**src/rtl/add8_chain_seq.sv**
```systemverilog
// Multi-byte sequential adder controller that drives an external 8-bit adder one slice per cycle, LSB first.
// Optional subtract support (op_sub port) is enabled by defining ADD_SEQ_SUB_EN.
module add8_chain_seq #(
    parameter int NBYTES = 4
) (
    input  logic                  clk,
    input  logic                  rst_n,
    input  logic                  in_valid,
    output logic                  in_ready,
    input  logic [8*NBYTES-1:0]   op_a,
    input  logic [8*NBYTES-1:0]   op_b,
    input  logic                  op_cin,
`ifdef ADD_SEQ_SUB_EN
    input  logic                  op_sub,
`endif
    output logic [7:0]            add_a,
    output logic [7:0]            add_b,
    output logic                  add_cin,
    input  logic [7:0]            add_sum,
    input  logic                  add_cout,
    output logic                  out_valid,
    input  logic                  out_ready,
    output logic [8*NBYTES-1:0]   out_sum,
    output logic                  out_cout,
    output logic                  out_ovf,
    output logic                  out_zero
);

    localparam int W  = 8 * NBYTES;
    localparam int IW = (NBYTES > 1) ? $clog2(NBYTES) : 1;
    localparam logic [IW-1:0] LAST = IW'(NBYTES - 1);

    typedef enum logic [1:0] {
        IDLE,
        RUN,
        DONE
    } state_t;

    state_t          r_state;
    state_t          w_next;
    logic [W-1:0]    r_a;
    logic [W-1:0]    r_b;
    logic [W-9:0]    r_sum;
    logic            r_carry;
    logic            r_sub;
    logic [IW-1:0]   r_idx;
    logic            w_sub_in;
    logic [W-1:0]    w_sum_full;
    logic [W-1:0]    r_out_sum;
    logic            r_out_cout;
    logic            r_out_ovf;
    logic            r_out_zero;

`ifdef ADD_SEQ_SUB_EN
    assign w_sub_in = op_sub;
`else
    assign w_sub_in = 1'b0;
`endif

    // The MSB slice never lands in r_sum; it is merged straight from the adder on the final edge.
    assign w_sum_full = {add_sum, r_sum};

    always_ff @(posedge clk or negedge rst_n) begin
        if (!rst_n) begin
            r_state <= IDLE;
        end else begin
            r_state <= w_next;
        end
    end

    always_comb begin
        w_next   = r_state;
        in_ready = 1'b0;
        add_a    = '0;
        add_b    = '0;
        add_cin  = 1'b0;
        unique case (r_state)
            IDLE: begin
                in_ready = 1'b1;
                if (in_valid) w_next = RUN;
            end
            RUN: begin
                add_a   = r_a[{r_idx, 3'b000} +: 8];
                add_b   = r_b[{r_idx, 3'b000} +: 8] ^ {8{r_sub}};
                add_cin = r_carry;
                if (r_idx == LAST) w_next = DONE;
            end
            DONE: begin
                if (out_ready) w_next = IDLE;
            end
            default: w_next = IDLE;
        endcase
    end

    always_ff @(posedge clk or negedge rst_n) begin
        if (!rst_n) begin
            r_a        <= '0;
            r_b        <= '0;
            r_sum      <= '0;
            r_carry    <= 1'b0;
            r_sub      <= 1'b0;
            r_idx      <= '0;
            r_out_sum  <= '0;
            r_out_cout <= 1'b0;
            r_out_ovf  <= 1'b0;
            r_out_zero <= 1'b0;
        end else begin
            case (r_state)
                IDLE: begin
                    if (in_valid) begin
                        r_a     <= op_a;
                        r_b     <= op_b;
                        r_sub   <= w_sub_in;
                        r_carry <= w_sub_in | op_cin;
                        r_idx   <= '0;
                    end
                end
                RUN: begin
                    r_carry <= add_cout;
                    if (r_idx == LAST) begin
                        r_out_sum  <= w_sum_full;
                        r_out_cout <= add_cout;
                        r_out_ovf  <= (r_a[W-1] == add_b[7]) && (add_sum[7] != r_a[W-1]);
                        r_out_zero <= (w_sum_full == '0);
                    end else begin
                        r_sum[{r_idx, 3'b000} +: 8] <= add_sum;
                        r_idx <= r_idx + 1'b1;
                    end
                end
                default: ;
            endcase
        end
    end

    assign out_valid = (r_state == DONE);
    assign out_sum   = r_out_sum;
    assign out_cout  = r_out_cout;
    assign out_ovf   = r_out_ovf;
    assign out_zero  = r_out_zero;

endmodule

```
**config.mk**
```make
export PLATFORM = sky130hd
export DESIGN_NAME = add8_chain_seq
export DESIGN_NICKNAME = d
export VERILOG_FILES = /design/src/rtl/add8_chain_seq.sv
export SDC_FILE = /design/constraint.sdc
export NUM_CORES = 1
export LEC_CHECK = 0
export CAP_MARGIN = 20
export CORE_MARGIN = 3
export CORE_UTILIZATION = 25
export DETAILED_ROUTE_END_ITERATION = 7
export SYNTH_ARGS = -nofsm -noshare
export SYNTH_HDL_FRONTEND = slang
export SYNTH_SLANG_ARGS = --single-unit
```
**constraint.sdc**
```tcl
create_clock -name clk -period 3.15 [get_ports clk]
set_input_delay 0.63 -clock clk [delete_from_list [all_inputs] [get_ports clk]]
set_output_delay 0.63 -clock clk [all_outputs]
set_load 0.02 [all_outputs]
```
-- Word level (Yosys, flattened, before mapping)
Index checks and enable logic that the tools add are counted.
- input bits: 78
- output and inout bits: 54
- register bits after elaboration: 128
- logic and storage cells: 50
- reductions and logical operators: 10
- add/subtract/negate cells: 2
- mux-type cells: 14
- bitwise gates (word level): 1
- eq/ne operators: 9
- shifts and indexed selects: 4
- operators with widths (cell ; number):
    $shiftx A32 B6 Y8 ; 2
    $logic_not A32 Y1 ; 1
    $bwmux W24 ; 1
    $shift A8 B7 Y24 const A ; 1
    $shiftx A8 B7 Y24 ; 1
    $mux W8 ; 2
    $mux W2 ; 5
    $reduce_and A2 Y1 ; 4
    $neg A5 Y7 ; 1
    $ne A2 B2 Y1 const B ; 3
    $pmux W2 S3 ; 1
    $reduce_and A3 Y1 ; 2
    $eq A2 B2 Y1 const B ; 2
    $pmux W2 S2 ; 1
    $mux W1 ; 3
    $add A2 B1 Y2 const B ; 1
    $eq A2 B1 Y1 const B ; 1
    $logic_not A2 Y1 ; 1
    $ne A2 B1 Y1 const B ; 1
    $pmux W1 S2 ; 1
    $reduce_bool A2 Y1 ; 1
    $eq A1 B1 Y1 ; 1
    $logic_and A1 B1 Y1 ; 1
    $ne A1 B1 Y1 ; 1
    $not A1 Y1 ; 1

-- Longest topological paths before layout
Gate-level depths: netlist of the first run.
- depth after elaboration: 4
- mapped depth: 8
- mapped depth without buffers: 5

-- Worst setup path after synthesis of the first run
Ideal clock, no wire load.
- path type: register to register
- start: register r_idx[0]
- end: register r_sum[10]
- cell stages (with the launch flop): 8
- path buffers: 2
- data arrival time: 2.041 ns
- data required time: 3.084 ns
- library setup time: 0.066 ns
- setup slack: 1.043 ns
- period minus slack after synthesis: 2.107 ns
- path through: dfrtp_1 > buf_6 > buf_6 > inv_1 > ha_1 > or3b_1 > nor3_4 > a22o_1
- longest elaborated chain between the ends: 3
- elaborated cells on any way between the ends: 7
- those cells by class: 1 x add/sub; 1 x eq/ne; 2 x shift; 1 x mux; 1 x bitwise; 1 x reduce/logical
- RTL lines (what ; line ; source):
    start, declared ; 46 ; logic [IW-1:0] r_idx;
    start signal, assigned ; 127 ; r_idx <= r_idx + 1'b1;
    $neg A5 Y7 / $eq A2 B2 Y1 (equally long branches) ; 126, 120 ;
    $shiftx A8 B7 Y24 (tied with other cells) ; 126 ; r_sum[{r_idx, 3'b000} +: 8] <= add_sum;
    $bwmux W24 / $reduce_and A2 Y1 (equally long branches) ; - ;
    end signal, assigned by index ; 126 ;
    end, declared ; 43 ; logic [W-9:0] r_sum;
Parallel ways exist; a longest one is shown, timed or not.
A chain may end at the register's enable or synchronous reset.

-- Final worst setup path of the first run
- start: register r_idx[0]
- end: output add_a[7]
- longest elaborated chain between the ends: 2
- RTL lines (what ; line ; source):
    $shiftx A32 B6 Y8 ; 83 ; add_a = r_a[{r_idx, 3'b000} +: 8];
    $mux W8 ; 77 ; unique case (r_state)
    end, declared ; 16 ; output logic [7:0] add_a,
Every way passes these cells.

==> results of run 1 <==
[final timing paths]
check                      startpoint          end  slack, ns  cells after the start
setup / recovery             r_idx[0]     add_a[7]       0.14                      4
hold / removal                  rst_n  out_sum[28]       0.17                      1
setup reg to reg             r_idx[0]    r_sum[22]       0.79                      6
hold reg to reg                r_b[0]       r_b[0]       0.48                      1
max in group asynchronous       rst_n       r_b[7]       2.22                      2
min in group clk               r_b[0]       r_b[0]       0.48                      1
[sequential cells by signal (all words and copies together), names as in the netlist, 2 cells and up]
register	cells
r_b	32
r_state	2
r_sum	24
r_idx	2
out_sum	32
r_a	32
[where the power goes]
group | switching (mW) | total, mW | internal [mW]
Clock | 0.697 | 1.78 | 1.08
Combinational | 1.48 | 3.40 | 1.93
Sequential | 0.468 | 2.84 | 2.37
[critical path: stages (launching register included)]
cell,delay (ns)
sky130_fd_sc_hd__dfrtp_4,0.57
sky130_fd_sc_hd__buf_4,0.17
sky130_fd_sc_hd__mux4_2,0.48
sky130_fd_sc_hd__nor2b_1,0.15
sky130_fd_sc_hd__clkdlybuf4s50_1,0.58
[layer usage]
| layer | GRT usage | vias up | wire (µm) |
|---|---|---|---|
| met2 | 0.186 | 115 | 6330 |
| met1 | 0.147 | 1814 | 6040 |
| li1 | - | 1637 | - |
| met4 | 0.0454 | 0 | 202 |
| met3 | 0.0476 | 15 | 1080 |
| met5 | 0 | - | 0 |
[metrics by stage]
step	util	instances	setup slack, ns	area (µm²)
after floorplan	-	366	1.04	5530
final	0.363	801	0.145	7760
after CTS	0.359	790	0.0112	7660
after global placement	0.335	761	0.330	7140
after global routing	0.363	801	0.0548	7760
after detailed placement	0.335	761	0.326	7140
[layout by cell type (no fill, tap or decap), types with 5 or more instances in the layout]
master,instances
sky130_fd_sc_hd__clkdlybuf4s50_1,130
sky130_fd_sc_hd__dfrtp_1,127
sky130_fd_sc_hd__mux2_2,61
sky130_fd_sc_hd__mux2_1,26
sky130_fd_sc_hd__nand2_1,19
sky130_fd_sc_hd__buf_4,19
sky130_fd_sc_hd__nor2b_1,18
sky130_fd_sc_hd__clkbuf_16,17
sky130_fd_sc_hd__mux4_2,16
sky130_fd_sc_hd__a22o_1,16
sky130_fd_sc_hd__mux2_4,10
sky130_fd_sc_hd__o21ai_0,9
sky130_fd_sc_hd__nor4_1,8
sky130_fd_sc_hd__clkinv_2,6
sky130_fd_sc_hd__ha_1,5
[final cells by class]
class / instances / area share
sequential: 128 / 0.413
timing repair buffer: 151 / 0.191
multi-input combinational: 214 / 0.282
inverter: 4 / 0.00194
tap: 275 / 0.0443
clock buffer: 21 / 0.0581
clock inverter: 8 / 0.00871
[Yosys cell counts, drive strengths merged, types with 3 or more instances]
master / count
dfrtp: 128
a22o: 16
mux2: 97
inv: 4
nand2: 19
nor4: 8
nor2b: 18
ha: 5
nand4bb: 3
mux4: 16
clkbuf: 3
nor3: 3
buf: 17
o21ai: 11
nor2: 3
[kinds of logic after synthesis]
| group | synth area share |
|---|---|
| fa+ha+maj | 0.0113 |
| compound gates | 0.0389 |
| flops | 0.579 |
| buf+inv | 0.0265 |
| mux | 0.273 |
| simple gates | 0.0717 |
[repair_timing]
action	in CTS	in global routing
gates resized for setup	1	0
endpoints found under the hold margin	0	0
setup endpoints to repair	16	4
setup buffers	0	11
==> results.txt, run 1 <==
----------------------------------------------------
[Place]
  Routability cong. ... 0.733
  Half-perimeter wire length of the detailed placement result ... 9.49 mm
  Count of port buffers added during placement ... 131

[Global routing]
  Pin count of the biggest net entering global routing ... 68
  First-pass GRT wire length ... 21.7 mm
  GRT overflow ... 0
  Vias in the first global route ... 3,871
  Antenna violations before repair ... 0
  Overall fraction of global-route tracks in use ... 0.119

[Detailed routing]
  Number of DRC violations after detailed-routing iteration 0 ... 129
  Final routed DRC violation total ... 0
  Vias after detailed routing ... 3,581
  DR pass1 iterations ... 4
  Antenna Violating Nets Remaining ... 0
  Detail-routed via count per cell ... 4.47
  Wirelength per Cell ... 17.0 µm
  Final wirelength ... 13.7 mm

[STA]
  Time the final worst path needs with I/O delays and setup ... 3.01 ns
  Final clock skew ... 0.00523 ns
  RSZ-0062 raised after global routing ... no
  Crit share post-route ... 0.954
  Number of failing hold endpoints at the final stage ... 0
  Post-route worst hold slack ... 0.172 ns
  Max transition margin ... 0.600
  Setup Viol. Count Final ... 0
  TNS Setup ... 0 ns
  Transition at the pin with the smallest max-transition slack ... 0.597 ns
  Number of pins with negative max-slew slack in the final report ... 0
  Upper clock frequency limit ... 333 MHz

[Logic synthesis]
  Count of flip-flops with a built-in enable after synthesis ... 0
  Post-synthesis sequential area ratio ... 0.579
  Post-synth ARST share ... 1.00
  Synth area leaders ... sky130_fd_sc_hd__dfrtp_1 (58%), sky130_fd_sc_hd__mux2_2 (12%), sky130_fd_sc_hd__mux4_2 (6.5%)
  Post-synthesis sequential element count ... 128
  Cell type with the largest total area after synthesis ... sky130_fd_sc_hd__dfrtp_1
  Synth warnings ... 0
  Dominant register cell in the synthesized netlist ... sky130_fd_sc_hd__dfrtp_1
  Proportion of netlist area held by the largest area contributor ... 0.579
  Mean instance size in the synthesized netlist ... 15.1 µm²
  Synth Cell Area ... 5530 µm²
  Synthesized instance count ... 366
  Post-synth net total ... 449
  Distinct cells, synth ... 34

[Final layout]
  Fillers ... 2,066
  Area taken by multi-input logic gates ... 2190 µm²
  Antenna cells ... 0
  Area Overhead vs Synth ... 40.2%
  Share of post-route cells with drive strength above 1 ... 0.266
  Final nets ... 599
  Area taken by flip-flops and latches ... 3210 µm²

[Job]
  Max Cap Viol ... 0

[Floorplanning]
  Die area ... 24,000 µm²
  I/O Pins ... 132
  Core box area ... 21,400 µm²
  Count of standard-cell rows ... 53
  Starting utilization of the core area ... 0.259
  Horizontal die dimension ... 155 µm
  Height of the chip ... 155 µm

[Clock tree]
  CTS tree ... yes
  Hold-fix buffers, CTS ... 0
  Clk root buf ... sky130_fd_sc_hd__clkbuf_16
  Clock slew at the register clock pins of the worst setup and hold paths ... 0.05 ns
  Largest buffer count on any clock path ... 2
  Total number of H-tree levels ... 4
  # clock sinks ... 128
  Number of buffers created by CTS ... 17
  Clock latency on the worst-skew pair ... 0.42 ns

[Critical path]
  CP startpoint kind ... flop
  Critical setup path kind ... flop to output pin
  Capturing element type of the critical path ... output pin
  Worst endpoint data arrival time ... 2.38 ns
  Maximum fanout along the worst path ... 14
  Worst endpoint required time ... 2.52 ns

[Pwr]
  Total power ... 8.02 mW
  Power per unit of standard cell area ... 1030 nW/µm²
  Highest ir drop seen on vdd ... 0.384 mV
  Leak pwr ... 3.29 nW

[Hold path]
  Min-Delay Path Class ... input port to asynchronous set/reset pin

[Status]
  Result of the run ... complete, no violations

----------------------------------------------------
No activity file was read; power rests on OpenSTA's default activity.
==> run 2: changes to the inputs <==
--- a/config.mk
+++ b/config.mk
@@ -6,7 +6,6 @@
 export NUM_CORES = 1
 export LEC_CHECK = 0
 export CAP_MARGIN = 20
-export CORE_MARGIN = 3
 export CORE_UTILIZATION = 25
 export DETAILED_ROUTE_END_ITERATION = 7
 export SYNTH_ARGS = -nofsm -noshare
==> results.txt, run 2 (synthesis gave the netlist of run 1 again) <==
----------------------------------------------------
[Global routing]
  Antenna violations before repair ... 0 (unchanged)
  Vias in the first global route ... 3,819 (was 3,871)
  GRT overflow ... 0 (unchanged)
  Overall fraction of global-route tracks in use ... 0.126 (was 0.119)
  Pin count of the biggest net entering global routing ... 70 (was 68)
  First-pass GRT wire length ... 21.3 mm (was 21.7 mm)

[Pwr]
  Highest ir drop seen on vdd ... 0.388 mV (was 0.384 mV)
  Net Switching ... 2.69 mW (was 2.64 mW)
  Clock power share ... 0.242 (was 0.222)
  Leak pwr ... 3.29 nW (about the same)
  Cell internal pwr ... 5.51 mW (was 5.38 mW)
  Switching share of power ... 0.328 (was 0.329)
  Power per unit of standard cell area ... 1050 nW/µm² (was 1030 nW/µm²)
  Relative contribution of sequential cells to total power ... 0.343 (was 0.354)
  Total power ... 8.20 mW (was 8.02 mW)
  Fraction of power consumed by combinational cells ... 0.415 (was 0.424)

[Place]
  Routability cong. ... 0.758 (was 0.733)
  Placement Cell Area ... 7190 µm² (was 7140 µm²)
  Half-perimeter wire length of the detailed placement result ... 9.38 mm (was 9.49 mm)
  Count of port buffers added during placement ... 131 (unchanged)

[Floorplanning]
  Die area ... 22,700 µm² (was 24,000 µm²)
  Core box area ... 21,800 µm² (was 21,400 µm²)
  Height of the chip ... 151 µm (was 155 µm)
  Count of standard-cell rows ... 54 (was 53)
  I/O Pins ... 132 (unchanged)
  Starting utilization of the core area ... 0.254 (was 0.259)
  Horizontal die dimension ... 151 µm (was 155 µm)

[Clock tree]
  Clock slew at the register clock pins of the worst setup and hold paths ... 0.06 ns (was 0.05 ns)
  CTS tree ... yes (unchanged)
  Clock latency on the worst-skew pair ... 0.41 ns (was 0.42 ns)
  Total number of H-tree levels ... 4 (unchanged)
  Hold-fix buffers, CTS ... 0 (unchanged)
  Number of buffers created by CTS ... 17 (unchanged)
  Largest buffer count on any clock path ... 2 (unchanged)
  # clock sinks ... 128 (unchanged)
  Clk root buf ... sky130_fd_sc_hd__clkbuf_16 (unchanged)

[Final layout]
  Fillers ... 2,065 (was 2,066)
  Final nets ... 591 (was 599)
  Most common cell after layout, fill and taps aside ... sky130_fd_sc_hd__clkdlybuf4s50_1 (unchanged)
  Share of post-route cells with drive strength above 1 ... 0.265 (was 0.266)
  Area taken by multi-input logic gates ... 2190 µm² (unchanged)
  Antenna cells ... 0 (unchanged)
  Area Overhead vs Synth ... 41.3% (was 40.2%)
  Most frequent cells in the layout ... sky130_fd_sc_hd__clkdlybuf4s50_1 (130), sky130_fd_sc_hd__dfrtp_1 (127), sky130_fd_sc_hd__mux2_2 (61), sky130_fd_sc_hd__mux2_1 (26), sky130_fd_sc_hd__nand2_1 (19) (was sky130_fd_sc_hd__clkdlybuf4s50_1 (130), sky130_fd_sc_hd__dfrtp_1 (127), sky130_fd_sc_hd__mux2_2 (61), sky130_fd_sc_hd__mux2_1 (26))
  Area taken by flip-flops and latches ... 3200 µm² (was 3210 µm²)
  Finished layout cell area ... 7820 µm² (was 7760 µm²)

[Detailed routing]
  Wirelength per Cell ... 16.7 µm (was 17.0 µm)
  Vias after detailed routing ... 3,549 (was 3,581)
  Routed met2 length ... 6.31 mm (was 6.33 mm)
  Final routed DRC violation total ... 0 (unchanged)
  Number of DRC violations after detailed-routing iteration 0 ... 110 (was 129)
  Final wirelength ... 13.4 mm (was 13.7 mm)
  Detail-routed via count per cell ... 4.43 (was 4.47)
  Highest routed layer ... met4 (unchanged)
  Metal-1 WL ... 6.23 mm (was 6.04 mm)
  DR pass1 iterations ... 4 (unchanged)
  Antenna Violating Nets Remaining ... 0 (unchanged)
  Met3 WL ... 693 µm (was 1.08 mm)

[STA]
  Setup Viol. Count Final ... 0 (unchanged)
  Crit share post-route ... 0.923 (was 0.954)
  RSZ-0062 raised after global routing ... no (unchanged)
  Time the final worst path needs with I/O delays and setup ... 2.91 ns (was 3.01 ns)
  Upper clock frequency limit ... 344 MHz (was 333 MHz)
  Number of failing hold endpoints at the final stage ... 0 (unchanged)
  Max transition margin ... 0.630 (was 0.600)
  Number of pins with negative max-slew slack in the final report ... 0 (unchanged)
  Final clock skew ... 0.00582 ns (was 0.00523 ns)
  Transition at the pin with the smallest max-transition slack ... 0.556 ns (was 0.597 ns)
  TNS Setup ... 0 ns (unchanged)
  Post-route worst hold slack ... 0.165 ns (was 0.172 ns)

[Critical path]
  Worst endpoint data arrival time ... 2.28 ns (was 2.38 ns)
  Highest cell delay on the worst timing path ... 0.58 ns (about the same)
  Cell chain of the critical path ... buf_12 > mux4_2 > nor2b_1 > clkdlybuf4s50_1 (was buf_4 > mux4_2 > nor2b_1 > clkdlybuf4s50_1)
  Worst endpoint required time ... 2.52 ns (about the same)
  Critical setup path kind ... flop to output pin (unchanged)
  Cell with the biggest individual delay on the critical path ... sky130_fd_sc_hd__clkdlybuf4s50_1 (unchanged)
  Worst reg-to-reg path cell count ... 6 (unchanged)
  CP startpoint kind ... flop (unchanged)
  Capturing element type of the critical path ... output pin (unchanged)
  Maximum fanout along the worst path ... 10 (was 14)

[Job]
  Max Cap Viol ... 0 (unchanged)

[Status]
  Result of the run ... complete, no violations (unchanged)

[Hold path]
  Min-Delay Path Class ... input port to asynchronous set/reset pin (unchanged)

----------------------------------------------------
run 2: final cells by class:
type / instances / area share
clock inverter: 11 / 0.0165
timing repair buffer: 143 / 0.185
tap: 280 / 0.0448
inverter: 4 / 0.00192
multi-input combinational: 214 / 0.280
sequential: 128 / 0.410
clock buffer: 21 / 0.0614
run 2: power by group through the flow:
stage | Combinational (mW) | Sequential, mW | Clock (mW)
global placement | 3.35 | 2.81 | 0
global route | 3.67 | 2.93 | 2.12
detailed placement | 3.41 | 2.87 | 0
finish | 3.40 | 2.81 | 1.98
CTS | 3.43 | 2.84 | 2.04
floorplan | 2.07 | 2.86 | 0
run 2: final timing paths:
kind,startpoint,end,slack [ns]
worst max-delay path,r_idx[0],add_b[7],0.24
worst min register to register,r_a[23],r_a[23],0.48
max in group asynchronous,rst_n,r_idx[0],2.24
min in group clk,r_a[23],r_a[23],0.48
worst max register to register,r_idx[1],r_sum[13],0.90
worst min-delay path,rst_n,r_a[1],0.16
run 2: per-layer routing:
metal	vias up	global-route usage
met5	-	0
met4	0	0.0420
met3	11	0.0355
met2	110	0.202
met1	1811	0.164
li1	1617	-
run 2: what timing repair did:
item,in CTS,in global routing
setup buffers,0,3
hold endpoints to repair,0,0
setup endpoints to repair,0,1
resized for setup,0,0
run 2: worst max-delay path, delay by kind of cell, from the launching register on:
family / cells / cell delay [ns]
buf+inv: 2 / 0.75
flops: 1 / 0.43
mux: 1 / 0.54
simple gates: 1 / 0.15
run 2: through the flow:
stage	cells	setup slack, ns	util
floorplan	366	1.04	-
global route	801	0.0658	0.359
global placement	766	0.524	0.330
finish	801	0.243	0.359
CTS	798	0.0462	0.358
detailed placement	766	0.522	0.330
==> run 3: changes to the inputs <==
--- a/config.mk
+++ b/config.mk
@@ -8,6 +8,8 @@
 export CAP_MARGIN = 20
 export CORE_UTILIZATION = 25
 export DETAILED_ROUTE_END_ITERATION = 7
+export DONT_BUFFER_PORTS = 1
+export PLACE_DENSITY_LB_ADDON = 0.12
 export SYNTH_ARGS = -nofsm -noshare
 export SYNTH_HDL_FRONTEND = slang
 export SYNTH_SLANG_ARGS = --single-unit
==> results.txt, run 3 (synthesis gave the netlist of run 1 again) <==
----------------------------------------------------
[Critical path]
  Worst endpoint data arrival time ... 2.16 ns (was 2.28 ns)
  Critical R2R Capture ... r_sum[11] (was r_sum[13])
  Maximum fanout along the worst path ... 16 (was 10)
  Critical setup path kind ... flop to output pin (unchanged)
  Worst endpoint required time ... 2.52 ns (about the same)
  Worst reg-to-reg path cell count ... 5 (was 6)
  R2R Path Start ... r_idx[0] (was r_idx[1])
  CP startpoint kind ... flop (unchanged)
  Startpoint of the most critical setup path ... r_idx[0] (unchanged)
  Internal reg-to-reg setup slack ... 0.73 ns (was 0.90 ns)
  End point of the critical path ... add_a[7] (was add_b[7])
  Capturing element type of the critical path ... output pin (unchanged)

[STA]
  Upper clock frequency limit ... 358 MHz (was 344 MHz)
  Max transition margin ... 0.617 (was 0.630)
  RSZ-0062 raised after global routing ... no (unchanged)
  Setup Viol. Count Final ... 0 (unchanged)
  Number of failing hold endpoints at the final stage ... 128 (was 0)
  Number of pins with negative max-slew slack in the final report ... 0 (unchanged)
  Crit share post-route ... 0.886 (was 0.923)
  Transition at the pin with the smallest max-transition slack ... 0.575 ns (was 0.556 ns)
  Time the final worst path needs with I/O delays and setup ... 2.79 ns (was 2.91 ns)
  Post-route worst hold slack ... -0.0891 ns (was 0.165 ns)
  TNS Setup ... 0 ns (unchanged)
  Final clock skew ... 0.00922 ns (was 0.00582 ns)

[Final layout]
  Finished layout cell area ... 6520 µm² (was 7820 µm²)
  Share of post-route cells with drive strength above 1 ... 0.339 (was 0.265)
  Area taken by flip-flops and latches ... 3200 µm² (unchanged)
  Most frequent cells in the layout ... sky130_fd_sc_hd__dfrtp_1 (127), sky130_fd_sc_hd__mux2_2 (61), sky130_fd_sc_hd__mux2_1 (26), sky130_fd_sc_hd__nand2_1 (19), sky130_fd_sc_hd__nor2b_1 (18) (was sky130_fd_sc_hd__clkdlybuf4s50_1 (130), sky130_fd_sc_hd__dfrtp_1 (127), sky130_fd_sc_hd__mux2_2 (61), sky130_fd_sc_hd__mux2_1 (26), sky130_fd_sc_hd__nand2_1 (19))
  Fillers ... 2,176 (was 2,065)
  Final nets ... 454 (was 591)
  Area Overhead vs Synth ... 17.8% (was 41.3%)
  Area taken by multi-input logic gates ... 2190 µm² (unchanged)
  Most common cell after layout, fill and taps aside ... sky130_fd_sc_hd__dfrtp_1 (was sky130_fd_sc_hd__clkdlybuf4s50_1)

[Detailed routing]
  Wirelength per Cell ... 19.2 µm (was 16.7 µm)
  DR pass1 iterations ... 4 (unchanged)
  Vias after detailed routing ... 3,032 (was 3,549)
  Number of DRC violations after detailed-routing iteration 0 ... 78 (was 110)
  Detail-routed via count per cell ... 4.55 (was 4.43)
  Antenna Violating Nets Remaining ... 0 (unchanged)
  Final routed DRC violation total ... 0 (unchanged)
  Final wirelength ... 12.8 mm (was 13.4 mm)

[Clock tree]
  Number of buffers created by CTS ... 17 (unchanged)
  # clock sinks ... 128 (unchanged)
  # Post-CTS Setup Buffers ... 0 (unchanged)
  CTS tree ... yes (unchanged)
  Post-cts repair resize count ... 0 (unchanged)
  Clock slew at the register clock pins of the worst setup and hold paths ... 0.06 ns (about the same)
  Largest buffer count on any clock path ... 2 (unchanged)
  Total number of H-tree levels ... 4 (unchanged)
  Clk root buf ... sky130_fd_sc_hd__clkbuf_16 (unchanged)
  Clock latency on the worst-skew pair ... 0.42 ns (was 0.41 ns)

[Pwr]
  Highest ir drop seen on vdd ... 0.369 mV (was 0.388 mV)
  Power per unit of standard cell area ... 1180 nW/µm² (was 1050 nW/µm²)
  Leak pwr ... 2.81 nW (was 3.29 nW)

[Global routing]
  Antenna violations before repair ... 6 (was 0)
  Pin count of the biggest net entering global routing ... 129 (was 70)
  Busiest grt layer ... met2 (unchanged)
  Vias in the first global route ... 3,382 (was 3,819)
  First-pass GRT wire length ... 20.0 mm (was 21.3 mm)
  Met1 demand-to-capacity share in global routing ... 0.143 (was 0.164)
  GRT overflow ... 0 (unchanged)
  Met3 track utilization from global routing ... 0.0672 (was 0.0355)
  Met2 track demand over resource ... 0.185 (was 0.202)
  Overall fraction of global-route tracks in use ... 0.122 (was 0.126)

[Place]
  Placement Cell Area ... 5810 µm² (was 7190 µm²)
  Half-perimeter wire length of the detailed placement result ... 8.54 mm (was 9.38 mm)
  Count of port buffers added during placement ... 0 (was 131)
  Routability cong. ... 0.670 (was 0.758)

[Floorplanning]
  Height of the chip ... 151 µm (unchanged)
  Horizontal die dimension ... 151 µm (unchanged)
  Count of standard-cell rows ... 54 (unchanged)
  Core box area ... 21,800 µm² (unchanged)
  Starting utilization of the core area ... 0.254 (unchanged)
  Die area ... 22,700 µm² (unchanged)
  I/O Pins ... 132 (unchanged)

[Status]
  Violated checks ... hold timing
  Result of the run ... finished with violations (was complete, no violations)

[Job]
  Max Cap Viol ... 0 (unchanged)

[Hold path]
  Min-Delay Path Class ... input port to asynchronous set/reset pin (unchanged)

----------------------------------------------------
-- run 3: cell types whose count changed in the layout (fill, tap and decap cells not counted), moves of 3 or more --
| cell | before | now |
|---|---|---|
| sky130_fd_sc_hd__buf_12 | 4 | 0 |
| sky130_fd_sc_hd__buf_4 | 9 | 6 |
| sky130_fd_sc_hd__bufinv_16 | 2 | 7 |
| sky130_fd_sc_hd__clkdlybuf4s50_1 | 130 | 0 |
| sky130_fd_sc_hd__clkinv_4 | 1 | 4 |
| sky130_fd_sc_hd__clkinvlp_4 | 5 | 0 |
-- run 3: worst max-delay path, cell delays in order, from the launching register on --
cell	delay, ns
sky130_fd_sc_hd__dfrtp_2	0.72
sky130_fd_sc_hd__buf_4	0.29
sky130_fd_sc_hd__mux4_2	0.51
sky130_fd_sc_hd__nor2b_1	0.22
-- run 3: cell type report --
type                    count  share of cell area
clock buffers              20              0.0700
diodes                      2            0.000767
clock inverters            12              0.0389
repair buffers              6             0.00691
well taps                 280              0.0537
inverters                   4             0.00230
multi-input cells         214               0.336
flip-flops and latches    128               0.491
-- run 3: how the worst min path moves through the flow --
| stage | startpoint | to | depth (start not counted) |
|---|---|---|---|
| after global placement | rst_n | out_sum[19] | 0 |
| after CTS | rst_n | out_sum[10] | 0 |
| after floorplan | rst_n | out_cout | 0 |
| final | rst_n | out_sum[21] | 0 |
| after detailed placement | rst_n | out_sum[19] | 0 |
| after global routing | rst_n | out_sum[25] | 0 |
-- run 3: layer usage --
metal	up-vias	routed length, µm
li1	1359	-
met1	1542	5390
met5	-	40
met4	6	201
met2	105	5860
met3	20	1330
-- run 3: through the flow --
| stage | hold WS (ns) | setup slack [ns] | instances | power [mW] | utilization |
|---|---|---|---|---|---|
| detailed placement | 0.339 | 0.656 | 632 | 5.45 | 0.267 |
| CTS | -0.118 | 0.262 | 664 | 7.88 | 0.300 |
| finish | -0.0891 | 0.361 | 666 | 7.72 | 0.300 |
| global placement | 0.339 | 0.691 | 632 | 5.41 | 0.267 |
| floorplan | 0.334 | 1.04 | 366 | 4.94 | - |
| global route | -0.119 | 0.192 | 666 | 8.23 | 0.300 |
-- run 3: where the power goes --
part           internal, mW  switching, mW
clock                  1.62          0.759
sequential             2.37          0.723
combinational          1.19           1.07
total                  5.18           2.55
